`src/rtl/broadcast_tree.sv`:
```
// Pipelined ARITY-ary fan-out tree: replicates one LANES-wide vector to FANOUT
// destinations through registered levels, each node gated by its subtree mask.
module broadcast_tree #(
  parameter int unsigned DATAW  = 18,
  parameter int unsigned LANES  = 1,
  parameter int unsigned FANOUT = 40,
  parameter int unsigned ARITY  = 2
) (
  input  logic                    clk,
  input  logic                    rst,
  input  logic signed [DATAW-1:0] i_data      [LANES],
  input  logic [FANOUT-1:0]       i_dest_mask,
  input  logic                    i_valid,
  output logic signed [DATAW-1:0] o_data      [FANOUT][LANES],
  output logic [FANOUT-1:0]       o_valid,
  output logic                    o_busy
);

  function automatic int unsigned ipow(input int unsigned b, input int unsigned e);
    int unsigned r;
    r = 1;
    for (int unsigned k = 0; k < e; k++) r = r * b;
    return r;
  endfunction

  function automatic int unsigned clog_arity(input int unsigned n, input int unsigned a);
    int unsigned lv;
    int unsigned s;
    lv = 0;
    s  = 1;
    while (s < n) begin
      s  = s * a;
      lv = lv + 1;
    end
    return lv;
  endfunction

  localparam int unsigned LEVELS = clog_arity(FANOUT, ARITY);

  logic [LEVELS:0] lvl_any_d;
  logic            busy_q;

  for (genvar l = 0; l <= LEVELS; l++) begin : g_lvl
    // SPAN = leaves covered by one node at this level
    localparam int unsigned SPAN  = ipow(ARITY, LEVELS - l);
    localparam int unsigned NODES = (FANOUT + SPAN - 1) / SPAN;

    logic [NODES-1:0] valid_d;
    logic [NODES-1:0] valid_q;

    always_ff @(posedge clk) begin
      if (rst) valid_q <= '0;
      else     valid_q <= valid_d;
    end

    assign lvl_any_d[l] = |valid_d;

    for (genvar j = 0; j < NODES; j++) begin : g_node
      localparam int unsigned LO = j * SPAN;
      localparam int unsigned HI = (((j + 1) * SPAN < FANOUT) ? (j + 1) * SPAN : FANOUT) - 1;

      logic                    par_valid_c;
      logic [HI-LO:0]          src_mask_c;
      logic signed [DATAW-1:0] src_data_c [LANES];
      logic signed [DATAW-1:0] data_q     [LANES];

      if (l == 0) begin : g_src
        assign par_valid_c = i_valid;
        assign src_mask_c  = i_dest_mask;
        assign src_data_c  = i_data;
      end else begin : g_src
        // Parent holds only its own leaf range; re-base our range into it
        localparam int unsigned P   = j / ARITY;
        localparam int unsigned PLO = P * SPAN * ARITY;
        assign par_valid_c = g_lvl[l-1].valid_q[P];
        assign src_mask_c  = g_lvl[l-1].g_node[P].g_m.mask_q[HI-PLO:LO-PLO];
        assign src_data_c  = g_lvl[l-1].g_node[P].data_q;
      end

      assign valid_d[j] = par_valid_c & (|src_mask_c);

      always_ff @(posedge clk) begin
        if (valid_d[j]) data_q <= src_data_c;
      end

      if (l < LEVELS) begin : g_m
        logic [HI-LO:0] mask_q;
        always_ff @(posedge clk) begin
          if (valid_d[j]) mask_q <= src_mask_c;
        end
      end
    end
  end

  // Busy tracks the next node valids so it lines up with valid_q
  always_ff @(posedge clk) begin
    if (rst) busy_q <= 1'b0;
    else     busy_q <= |lvl_any_d;
  end

  for (genvar d = 0; d < FANOUT; d++) begin : g_out
    assign o_data[d] = g_lvl[LEVELS].g_node[d].data_q;
  end

  assign o_valid = g_lvl[LEVELS].valid_q;
  assign o_busy  = busy_q;

endmodule

```
`config.mk`:
```
export PLATFORM = sky130hd
export DESIGN_NAME = broadcast_tree
export DESIGN_NICKNAME = d
export VERILOG_FILES = /design/src/rtl/broadcast_tree.sv
export SDC_FILE = /design/constraint.sdc
export NUM_CORES = 1
export LEC_CHECK = 0
export ABC_CLOCK_PERIOD_IN_PS = 2650
export CORE_MARGIN = 10
export CORE_UTILIZATION = 30
export CTS_CLUSTER_DIAMETER = 150
export DETAILED_ROUTE_END_ITERATION = 10
export PLACE_DENSITY = 0.59
export SLEW_MARGIN = 5
export SYNTH_ARGS = -nofsm -noshare
export SYNTH_HDL_FRONTEND = slang
export SYNTH_SLANG_ARGS = --single-unit
```
`constraint.sdc`:
```
create_clock -name clk -period 2.65 [get_ports clk]
set_input_delay 0.265 -clock clk [delete_from_list [all_inputs] [get_ports clk]]
set_output_delay 0.265 -clock clk [all_outputs]
set_load 0.01 [all_outputs]
```
Word level (Yosys, flattened, before mapping)
Index checks and enable logic that the tools add are counted.

word-level totals
  bits in registers = 1780
  output and inout bits = 761

cells by class
  bitwise logic cells = 81
  reductions and logical operators = 42

operator list
  kind               number
  $and A1 B1 Y1      81
  $reduce_or A81 Y1  1
  $reduce_or A8 Y1   7
  $reduce_or A2 Y1   20
  $reduce_or A4 Y1   10
  $reduce_or A40 Y1  1
  $reduce_or A16 Y1  2
  $reduce_or A32 Y1  1

Logic depth before layout (Yosys ltp)
Gate-level depths: netlist of run 1.

  depth in word-level cells = 3
  gate-level depth with buffers = 5
  gate-level depth less buffers = 5

Least setup slack after synthesis of run 1
Ideal clock, no wire load.

  kind = register to register
  start point = register g_lvl[1].g_node[0].g_m.mask_q[17]
  end point = register busy_q (netlist: o_busy)
  arrival time = 2.789 ns
  data required time = 2.569 ns
  setup slack = -0.220 ns
  stages on the path, launching flop included = 5
  cell sequence = edfxtp_1 > nor4_1 > a41oi_1 > nor3_1 > a41oi_1

on the way
  cells in the longest elaborated chain, start to end = 3

ends and longest elaborated chain
  element                  RTL line  text
  from (decl)              87        logic [HI-LO:0] mask_q;
  from (signal assigned)   89        if (valid_d[j]) mask_q <= src_mask_c;
  $reduce_or A16 Y1        80        assign valid_d[j] = par_valid_c & (|src_mask_c);
  $and A1 B1 Y1            80
  net g_lvl[2].valid_d[1]  48        logic [NODES-1:0] valid_d;
  $reduce_or A81 Y1        98        else busy_q <= |lvl_any_d;
  to (signal assigned)     98
  to (decl)                41        logic busy_q;

The timed path passes the listed nets, and every way through them passes these cells.
A chain may end at the register's enable or synchronous reset.

Final worst setup path of run 1
  start point = input i_dest_mask[20]
  end point = register busy_q (netlist: o_busy)

on the way
  cells in the longest elaborated chain, start to end = 3

ends and longest elaborated chain
  element               RTL line  text
  from (decl)           12        input logic [FANOUT-1:0] i_dest_mask,
  $reduce_or A40 Y1     80
  $and A1 B1 Y1         80
  net g_lvl[0].valid_d  48
  $reduce_or A81 Y1     98

The timed path passes the listed nets, and every way through them passes these cells.

==> results of run 1 <==
## report_power, final
| part | switching (mW) | total (mW) | internal (mW) | leakage [nW] |
|---|---|---|---|---|
| clock network | 10.6 | 24.7 | 14.1 | 2.80 |
| registers | 0.176 | 30.9 | 30.7 | 16.0 |
| logic | 0.260 | 0.445 | 0.185 | 4.89 |
| total | 11.0 | 56.0 | 45.0 | 23.7 |
## cell families (layout without fill, tap and decap cells)
logic type | Yosys count | count (layout) | synth area share (%)
compound gates | 41 | 41 | 0.5903
buf+inv | 73 | 1328 | 0.5049
flops | 1780 | 1780 | 96.98
other cells | 0 | 7 | 0
simple gates | 205 | 205 | 1.921
## synth_stat cells (6+ instances only)
| cell | instances | area (um^2) |
|---|---|---|
| nand2_1 | 33 | 123.9 |
| and2_1 | 10 | 62.56 |
| inv_1 | 64 | 240.2 |
| or4_1 | 15 | 112.6 |
| edfxtp_1 | 1698 | 50990 |
| dfxtp_1 | 82 | 1642 |
| o21ai_0 | 10 | 50.05 |
| clkbuf_1 | 9 | 33.78 |
| nand4_1 | 19 | 118.9 |
| nor2b_1 | 16 | 100.1 |
| o41ai_1 | 6 | 52.55 |
| o21ai_1 | 12 | 60.06 |
| o41ai_2 | 6 | 97.59 |
| nor2_1 | 73 | 274.0 |
| nor4_1 | 29 | 181.4 |
## worst register-to-register path: cells and delay by family (launching register included)
kind	cells	cell delay (ns)
AOI/OAI and AO/OA	2	0.62
DFF	1	0.38
and+or+nand+nor	3	1.16
## worst min-delay path by stage
| stage | from | to | slack (ns) | cells after the start |
|---|---|---|---|---|
| finish | i_dest_mask[37] | g_lvl[0].g_node[0].g_m.mask_q[37] | 0.09 | 1 |
| global route | i_data[13] | g_lvl[0].g_node[0].data_q[13] | 0.03 | 1 |
| CTS | i_dest_mask[37] | g_lvl[0].g_node[0].g_m.mask_q[37] | 0.006 | 1 |
| detailed placement | g_lvl[1].g_node[1].data_q[2] | g_lvl[2].g_node[2].data_q[2] | 0.40 | 0 |
| global placement | g_lvl[2].g_node[2].data_q[14] | g_lvl[3].g_node[4].data_q[14] | 0.40 | 0 |
| floorplan | i_data[0] | g_lvl[0].g_node[0].data_q[0] | 0.36 | 0 |
## layout make-up
type	count	area (um^2)	area share, %
multi-input combinational	246	1419	1.962
inverter	64	240.2	0.3321
tap	2370	2965	4.100
clock inverter	107	1085	1.500
timing repair buffer	941	9304	12.86
sequential	1780	52630	72.77
clock buffer	216	4668	6.454
antenna	7	17.52	0.02422
## sequential cells by signal (all words and copies together), names as in the netlist
name / count
g_lvl.g_node.data_q: 1458
g_lvl.g_node.g_m.mask_q: 240
g_lvl.valid_q: 41
o_busy: 1
o_valid: 40
## metal layers
layer	wire length [um]	up-vias
li1	-	10620
met1	61040	12930
met2	88220	961
met3	8621	283
met4	6901	4
met5	34	-
## metrics by stage
step	worst slack, ns	instance area, um^2
2_1_floorplan	0.2623	54280
3_3_place_gp	-0.5667	66060
3_5_place_dp	-0.5532	66060
4_1_cts	0.3117	72310
5_1_grt	0.2272	72320
6_report	0.3325	72330
## placed cells by master (no fill, tap or decap), types with 3 or more instances in the layout
master / n
bufinv_16: 15
nand4_1: 19
nor2b_2: 4
o21ai_1: 12
buf_12: 5
buf_4: 66
clkinv_1: 36
inv_6: 7
edfxtp_1: 1698
inv_1: 64
o21ai_0: 10
or4_1: 15
o41ai_2: 6
clkdlybuf4s50_1: 820
nor2_1: 73
nor2b_1: 12
clkbuf_16: 179
and2_1: 10
diode_2: 7
clkinv_4: 3
clkbuf_1: 32
nor4_1: 28
nor3_1: 3
dfxtp_1: 82
clkinv_2: 30
dlygate4sd3_1: 50
o41ai_1: 6
clkinvlp_4: 7
clkinv_16: 4
nand2_1: 33
clkinv_8: 3
clkbuf_8: 5
## what timing repair did
| item | CTS | global route |
|---|---|---|
| endpoints found under the setup margin | 0 | 0 |
| hold buffers | 50 | 0 |
| hold endpoints to repair | 108 | 0 |
==> flow_summary.yaml, run 1 <==
yosys:
  synth_edf_count: 1698
  avgSynthCellArea_um2: 25.85
  synthCells: 2099
  yosysUniqueCellTypes: 25
  ys_seq_elements: 1780
  async_reset_ff_share_pct: 0
  ys_seq_area_share_pct: 96.98
  synth_fp_nets: 2160
  ys.warnings.count: 0
  syn-cell-area_mm2: 0.05427
  synthFlopType: "edfxtp_1"
global_routing:
  grt_pass1_vias: 24850
  grt-ovfl-total: 0
  grt_use_met1_pct: 18.39
  antenna_found_initial: 40
  grtUsageTotal_pct: 16.05
  grtUsageMet3_pct: 3.217
  use_met2_pct: 29.00
  grt-busiest-layer: "met2"
  grt_pass1_wl_um: 216500
  grt_start_max_net_pins: 34
timing:
  fmax_ghz: 0.4315
  hold_viol_final: 0
  drv_slew: 0
  setup_viol: 0
  skew_ns: 0.02421
  period_needed_ns: 2.318
  finalCritPeriodShare_pct: 87.45
  maxSlewHeadroom_pct: 25.24
  finalSetupTns_ns: 0
  tightest_slew_ns: 1.121
  holdWs_ns: 0.08947
  rsz0062_at_grt: "false"
run_status:
  status: "finished, final reports clean"
routing:
  dr.pass1.iters: 5
  via_per_inst: 4.327
  drc: 0
  initialDrtViolationCount: 2304
  wl_per_cell_um: 28.76
  ant_nets: 0
  drt-total-wl_um: 164800
  via_count: 24800
cts:
  cts_buffers: 178
  clockBufferDepth: 3
  cts_setup_buffers: 0
  cts_resized: 0
  clockRootBuffer: "clkbuf_16"
  worst_skew_pair.late_latency_ns: 0.82
  clk_pin_slew_worst_paths_ns: 0.06
  h-tree-depth: 4
  cts_tree: "built"
  cts.sinks: 1780
critical_path:
  crit_family: "buffers and inverters"
  r2r_slack_ns: 0.36
  rr_endpoint: "o_busy"
  crit_chain: "dlygate4sd3_1 -> clkdlybuf4s50_1 -> nor4_1 -> nand4_1 -> buf_4 -> o31a_2 -> nor3_1 -> a41oi_1"
  critical_path.max_stage_delay_ns: 0.54
  start_kind: "input pin"
  cp.depth: 8
  path_max_fanout: 4
  crit_path_start: "i_dest_mask[20]"
  cp-end-kind: "register"
  r2r_start: "g_lvl[2].g_node[0].g_m.mask_q[13]"
  r2r.worst_path.cells: 5
  cp-endpoint: "o_busy"
  cp.arrival_ns: 2.99
  worstPathRequired_ns: 3.33
  worstSetupPathType: "in -> reg"
  worst_path_max_delay_cell: "dlygate4sd3_1"
  path_buf_inv: 3
die:
  die_width_um: 445.3
  die-area_mm2: 0.1983
  start_util_pct: 30.09
  io_pins: 822
  core_mm2: 0.1804
  num_rows: 156
  die_h_um: 445.3
placement:
  gp_congestion: 0.8150
  post-dp-hpwl_um: 125400
  io_buffers: 821
  post-place-cells: 5351
power:
  power.total_mw: 55.96
  leakagePower_nw: 23.73
  power_density_mw_per_mm2: 773.7
  irDropWorstVdd_v: 0.0005578
cells_and_area:
  finalNetCount: 3272
  instances_no_fill: 5731
  area_growth_pct: 33.28
  utilization_pct: 40.10
  drive_gt1_share_pct: 10.26
  fill_cells: 15930
hold_path:
  worstHoldPathType: "in -> reg"
job:
  cap_violations: 0
Power figures use the tool's default switching activity.
==> run 2: changes to the inputs <==
--- a/config.mk
+++ b/config.mk
@@ -10,7 +10,8 @@
 export CORE_UTILIZATION = 30
 export CTS_CLUSTER_DIAMETER = 150
 export DETAILED_ROUTE_END_ITERATION = 10
-export PLACE_DENSITY = 0.59
+export PLACE_DENSITY = 0.58
+export SETUP_SLACK_MARGIN = 0.05
 export SLEW_MARGIN = 5
 export SYNTH_ARGS = -nofsm -noshare
 export SYNTH_HDL_FRONTEND = slang
==> run 2 against run 1 <==
Non-clock buffer count fell by 1. Maximum frequency grew 3.0%. Clock power barely moved. Largest cell class unchanged. Largest power group unchanged. Highest routed layer is now met4.
==> flow_summary.yaml, run 2 (synthesis results as in run 1) <==
run_status:
  status: "finished, final reports clean"
placement:
  gp_congestion: 0.8017
  placed_area_mm2: 0.06602
  post-dp-hpwl_um: 124500
  io_buffers: 821
cts:
  clk_pin_slew_worst_paths_ns: 0.06
  cts_buffers: 179
  cts_tree: "built"
  worst_skew_pair.late_latency_ns: 0.81
  cts_hold_buf: 51
  cts_setup_buffers: 0
  cts_resized: 0
  cts.sinks: 1780
  h-tree-depth: 4
  clockRootBuffer: "clkbuf_16"
  clockBufferDepth: 3
critical_path:
  cp.arrival_ns: 2.77
  worst_path_max_delay_cell: "nor4_1"
  crit_chain: "nor4_1 -> nand4_1 -> o21a_2 -> buf_4"
  worstPathRequired_ns: 3.17
  r2r.worst_path.cells: 4
  worstSetupPathType: "reg -> reg"
  cp-endpoint: "g_lvl[1].g_node[0].data_q[16]"
  start_kind: "register"
  path_max_fanout: 20
  critical_path.max_stage_delay_ns: 0.48
  r2r_slack_ns: 0.40
  r2r_start: "g_lvl[0].g_node[0].g_m.mask_q[24]"
  rr_endpoint: "g_lvl[1].g_node[0].data_q[16]"
  crit_path_start: "g_lvl[0].g_node[0].g_m.mask_q[24]"
  cp-end-kind: "register"
global_routing:
  antenna_found_initial: 31
  grt_pass1_wl_um: 217100
  grt_pass1_vias: 24890
  grt-ovfl-total: 0
  grt_start_max_net_pins: 43
  grtUsageTotal_pct: 16.03
timing:
  holdWs_ns: 0.08191
  finalCritPeriodShare_pct: 84.87
  maxSlewHeadroom_pct: 25.75
  fmax_ghz: 0.4447
  skew_ns: 0.03300
  rsz0062_at_grt: "false"
  finalSetupTns_ns: 0
  drv_slew: 0
  setup_viol: 0
  hold_viol_final: 0
  tightest_slew_ns: 1.114
  period_needed_ns: 2.249
cells_and_area:
  finalNetCount: 3272
  regMostFlops: "g_lvl.g_node.data_q"
  fin_area_mm2: 0.07242
  largest_register_ff_count: 1458
  layout_commonest_cell: "edfxtp_1"
  utilization_pct: 40.16
  area_growth_pct: 33.45
  final_cell_mix: "edfxtp_1, clkdlybuf4s50_1, clkbuf_16"
  seqCellArea_mm2: 0.05263
  fill_cells: 15930
  multi_input_area_mm2: 0.001419
  reg_top3: "g_lvl.g_node.data_q x1458, g_lvl.g_node.g_m.mask_q x240, g_lvl.valid_q x41"
  drive_gt1_share_pct: 10.54
die:
  die_width_um: 445.3
  num_rows: 156
  core_mm2: 0.1804
  start_util_pct: 30.09
  die_h_um: 445.3
  io_pins: 822
  die-area_mm2: 0.1983
hold_path:
  worstHoldPathType: "in -> reg"
routing:
  drt-total-wl_um: 164500
  drc: 0
  wl_per_cell_um: 28.66
  via_count: 24650
  dr.pass1.iters: 5
  via_per_inst: 4.296
  initialDrtViolationCount: 2024
  ant_nets: 0
power:
  leakagePower_nw: 23.78
  irDropWorstVdd_v: 0.0005695
  power_density_mw_per_mm2: 777.8
job:
  cap_violations: 0
-- run 2: final cells by class --
cell class                      count  area share (%)
Clock buffer                      214           6.524
Multi-Input combinational cell    246           1.959
Sequential cell                  1780           72.67
Timing Repair Buffer              940           12.81
Clock inverter                    116           1.583
Antenna cell                        9         0.03110
Inverter                           64          0.3317
Tap cell                         2370           4.095
-- run 2: worst max-delay path: cells and delay by family, from the launching register on --
kind / cells / cell delay, ns
buffers and inverters: 1 / 0.31
flip-flops: 1 / 0.46
AND/OR/NAND/NOR: 2 / 0.74
AO/OA/AOI/OAI: 1 / 0.45
-- run 2: per-stage QoR --
stage / worst slack [ns] / power (mW) / instances
after floorplan: 0.2623 / 31.48 / 2099
after global placement: -0.3925 / 31.84 / 5349
after detailed placement: -0.4275 / 31.85 / 5349
after CTS: 0.3228 / 57.00 / 5730
after global routing: 0.3224 / 58.17 / 5733
final: 0.4011 / 56.33 / 5739
-- run 2: per-layer routing --
| metal | track usage, % | part of all wire (%) | vias up |
|---|---|---|---|
| li1 | - | - | 10610 |
| met1 | 18.02 | 37 | 12890 |
| met2 | 29.72 | 55 | 883 |
| met3 | 3.340 | 5.1 | 273 |
| met4 | 5.895 | 3.6 | 0 |
| met5 | 0 | 0 | - |
-- run 2: power by group --
| part | total, mW | internal [mW] | switching [mW] |
|---|---|---|---|
| Sequential | 30.9 | 30.7 | 0.172 |
| Combinational | 0.445 | 0.182 | 0.263 |
| Clock | 25.0 | 14.3 | 10.7 |
-- run 2: worst min-delay path by stage --
stage                     slack (ns)  depth (start not counted)                                 to                     startpoint
after floorplan                 0.36                          0       g_lvl[0].g_node[0].data_q[0]                      i_data[0]
after global placement          0.41                          0      g_lvl[3].g_node[4].data_q[10]  g_lvl[2].g_node[2].data_q[10]
after detailed placement        0.40                          0       g_lvl[2].g_node[2].data_q[2]   g_lvl[1].g_node[1].data_q[2]
after CTS                       0.02                          1  g_lvl[0].g_node[0].g_m.mask_q[16]                i_dest_mask[16]
after global routing            0.05                          1  g_lvl[0].g_node[0].g_m.mask_q[16]                i_dest_mask[16]
final                           0.08                          1  g_lvl[0].g_node[0].g_m.mask_q[16]                i_dest_mask[16]
==> run 3: changes to the inputs <==
--- a/config.mk
+++ b/config.mk
@@ -5,7 +5,7 @@
 export SDC_FILE = /design/constraint.sdc
 export NUM_CORES = 1
 export LEC_CHECK = 0
-export ABC_CLOCK_PERIOD_IN_PS = 2650
+export ABC_CLOCK_PERIOD_IN_PS = 2000
 export CORE_MARGIN = 10
 export CORE_UTILIZATION = 30
 export CTS_CLUSTER_DIAMETER = 150
==> constraint.sdc (replaced) <==
create_clock -name clk -period 2 [get_ports clk]
set_input_delay 0.2 -clock clk [delete_from_list [all_inputs] [get_ports clk]]
set_output_delay 0.2 -clock clk [all_outputs]
set_load 0.01 [all_outputs]
==> run 3 against run 2 <==
Clock power up 28%. Critical path depth rose by 1. Critical path type unchanged. Count of clock-buffer cells in the layout fell by 14. Setup slack worse by 0.30 ns. Maximum frequency up 18%. Worst hold slack better by 0.017 ns. Cell count rose by 0.77%. First-iteration DRC count is 13% higher. Sequential power grew 32%. Critical endpoint is now o_busy. Wire length down 1.0%.
==> flow_summary.yaml, run 3 (synthesis results as in run 1) <==
critical_path:
  cp-end-kind: "register"
  critical_path.max_stage_delay_ns: 0.59
  crit_chain: "o21ai_0 -> nand4_1 -> or4_4 -> nor3_2 -> a41oi_1"
  path_max_fanout: 2
  path_buf_inv: 0
  worstPathRequired_ns: 2.66
  cp.arrival_ns: 2.56
  worst_path_max_delay_cell: "or4_4"
  start_kind: "register"
  r2r_slack_ns: 0.10
  worstSetupPathType: "reg -> reg"
  crit_family: "simple AND/OR/NAND/NOR gates"
cts:
  worst_skew_pair.late_latency_ns: 0.82
  cts_buffers: 170
  cts_setup_buffers: 0
  clk_pin_slew_worst_paths_ns: 0.07
  clockRootBuffer: "clkbuf_16"
  cts_tree: "built"
  h-tree-depth: 4
  clockBufferDepth: 3
  cts.sinks: 1780
global_routing:
  grt_start_max_net_pins: 36
  grt_pass1_wl_um: 214700
  grtUsageTotal_pct: 15.85
  antenna_found_initial: 33
  grt_pass1_vias: 25030
  grt-ovfl-total: 0
timing:
  timing.final.ws_setup_ns: 0.1005
  fmax_ghz: 0.5265
  period_needed_ns: 1.899
  tightest_slew_ns: 0.8885
  drv_slew: 0
  finalSetupTns_ns: 0
  setup_viol: 0
  holdWs_ns: 0.09842
  skew_ns: 0.03783
  rsz0062_at_grt: "false"
  maxSlewHeadroom_pct: 40.70
  hold_viol_final: 0
  finalCritPeriodShare_pct: 94.97
die:
  start_util_pct: 30.09
  die-area_mm2: 0.1983
  num_rows: 156
  die_h_um: 445.3
  core_mm2: 0.1804
  io_pins: 822
  die_width_um: 445.3
routing:
  dr.pass1.iters: 5
  drc: 0
  ant_nets: 0
  wl_per_cell_um: 28.16
  via_per_inst: 4.308
  drt-total-wl_um: 162800
  via_count: 24920
  initialDrtViolationCount: 2288
cells_and_area:
  drive_gt1_share_pct: 13.11
  regMostFlops: "g_lvl.g_node.data_q"
  layout_commonest_cell: "edfxtp_1"
  utilization_pct: 39.99
  reg_top3: "g_lvl.g_node.data_q x1458, g_lvl.g_node.g_m.mask_q x240, g_lvl.valid_q x41"
  area_growth_pct: 32.92
  instances_no_fill: 5783
  finalNetCount: 3329
  largest_register_ff_count: 1458
  final_cell_mix: "edfxtp_1, dlygate4sd2_1, clkdlybuf4s50_1"
power:
  irDropWorstVdd_v: 0.0006975
  power_density_mw_per_mm2: 1018
  leakagePower_nw: 25.56
placement:
  gp_congestion: 0.8007
  post-dp-hpwl_um: 123200
  dp_slack_ns: -1.216
  io_buffers: 821
  post-place-cells: 5448
job:
  cap_violations: 0
run_status:
  status: "finished, final reports clean"
hold_path:
  worstHoldPathType: "in -> reg"
==> run 3: power by group <==
group	switching, mW	leakage [nW]	internal [mW]
combinational	0.399	6.82	0.277
clock	13.9	2.70	18.0
sequential	0.182	16.0	40.6
==> run 3: layer usage <==
| metal | share of wire [%] | vias to the layer above | global-route usage (%) |
|---|---|---|---|
| li1 | - | 10720 | - |
| met1 | 37 | 13130 | 17.74 |
| met2 | 56 | 834 | 29.91 |
| met5 | 0 | - | 0 |
| met3 | 4.5 | 232 | 2.838 |
| met4 | 3.4 | 0 | 5.655 |
==> run 3: path summary, 6_finish.rpt <==
path                                    start                                to  cells after the start
max          g_lvl[4].g_node[6].g_m.mask_q[3]                            o_busy                      5
min                            i_dest_mask[7]  g_lvl[0].g_node[0].g_m.mask_q[7]                      2
max reg2reg  g_lvl[4].g_node[6].g_m.mask_q[3]                            o_busy                      5
min reg2reg     g_lvl[2].g_node[2].data_q[11]     g_lvl[3].g_node[4].data_q[11]                      0
==> run 3: cell type report <==
cell class,instances,area [um^2]
antenna,10,25.02
clock buffer,200,4438
clock inverter,107,1149
fill,16130,108200
inverter,64,240.2
multi-input combinational,246,1450
sequential,1780,52630
tap,2370,2965
timing repair buffer,1006,9233
==> run 3: per-stage QoR <==
| stage | total power [mW] | area [um^2] |
|---|---|---|
| 2_1_floorplan | 41.70 | 54280 |
| 4_1_cts | 74.16 | 71910 |
| 3_5_place_dp | 42.29 | 66850 |
| 5_1_grt | 75.68 | 72120 |
| 3_3_place_gp | 42.27 | 66830 |
| 6_report | 73.39 | 72130 |
==> run 3: what timing repair did <==
action | CTS | global route
gates resized for setup | 570 | 77
endpoints found under the setup margin | 710 | 74
hold buffers | 18 | 0
hold endpoints to repair | 66 | 0
pin swaps | 0 | 3
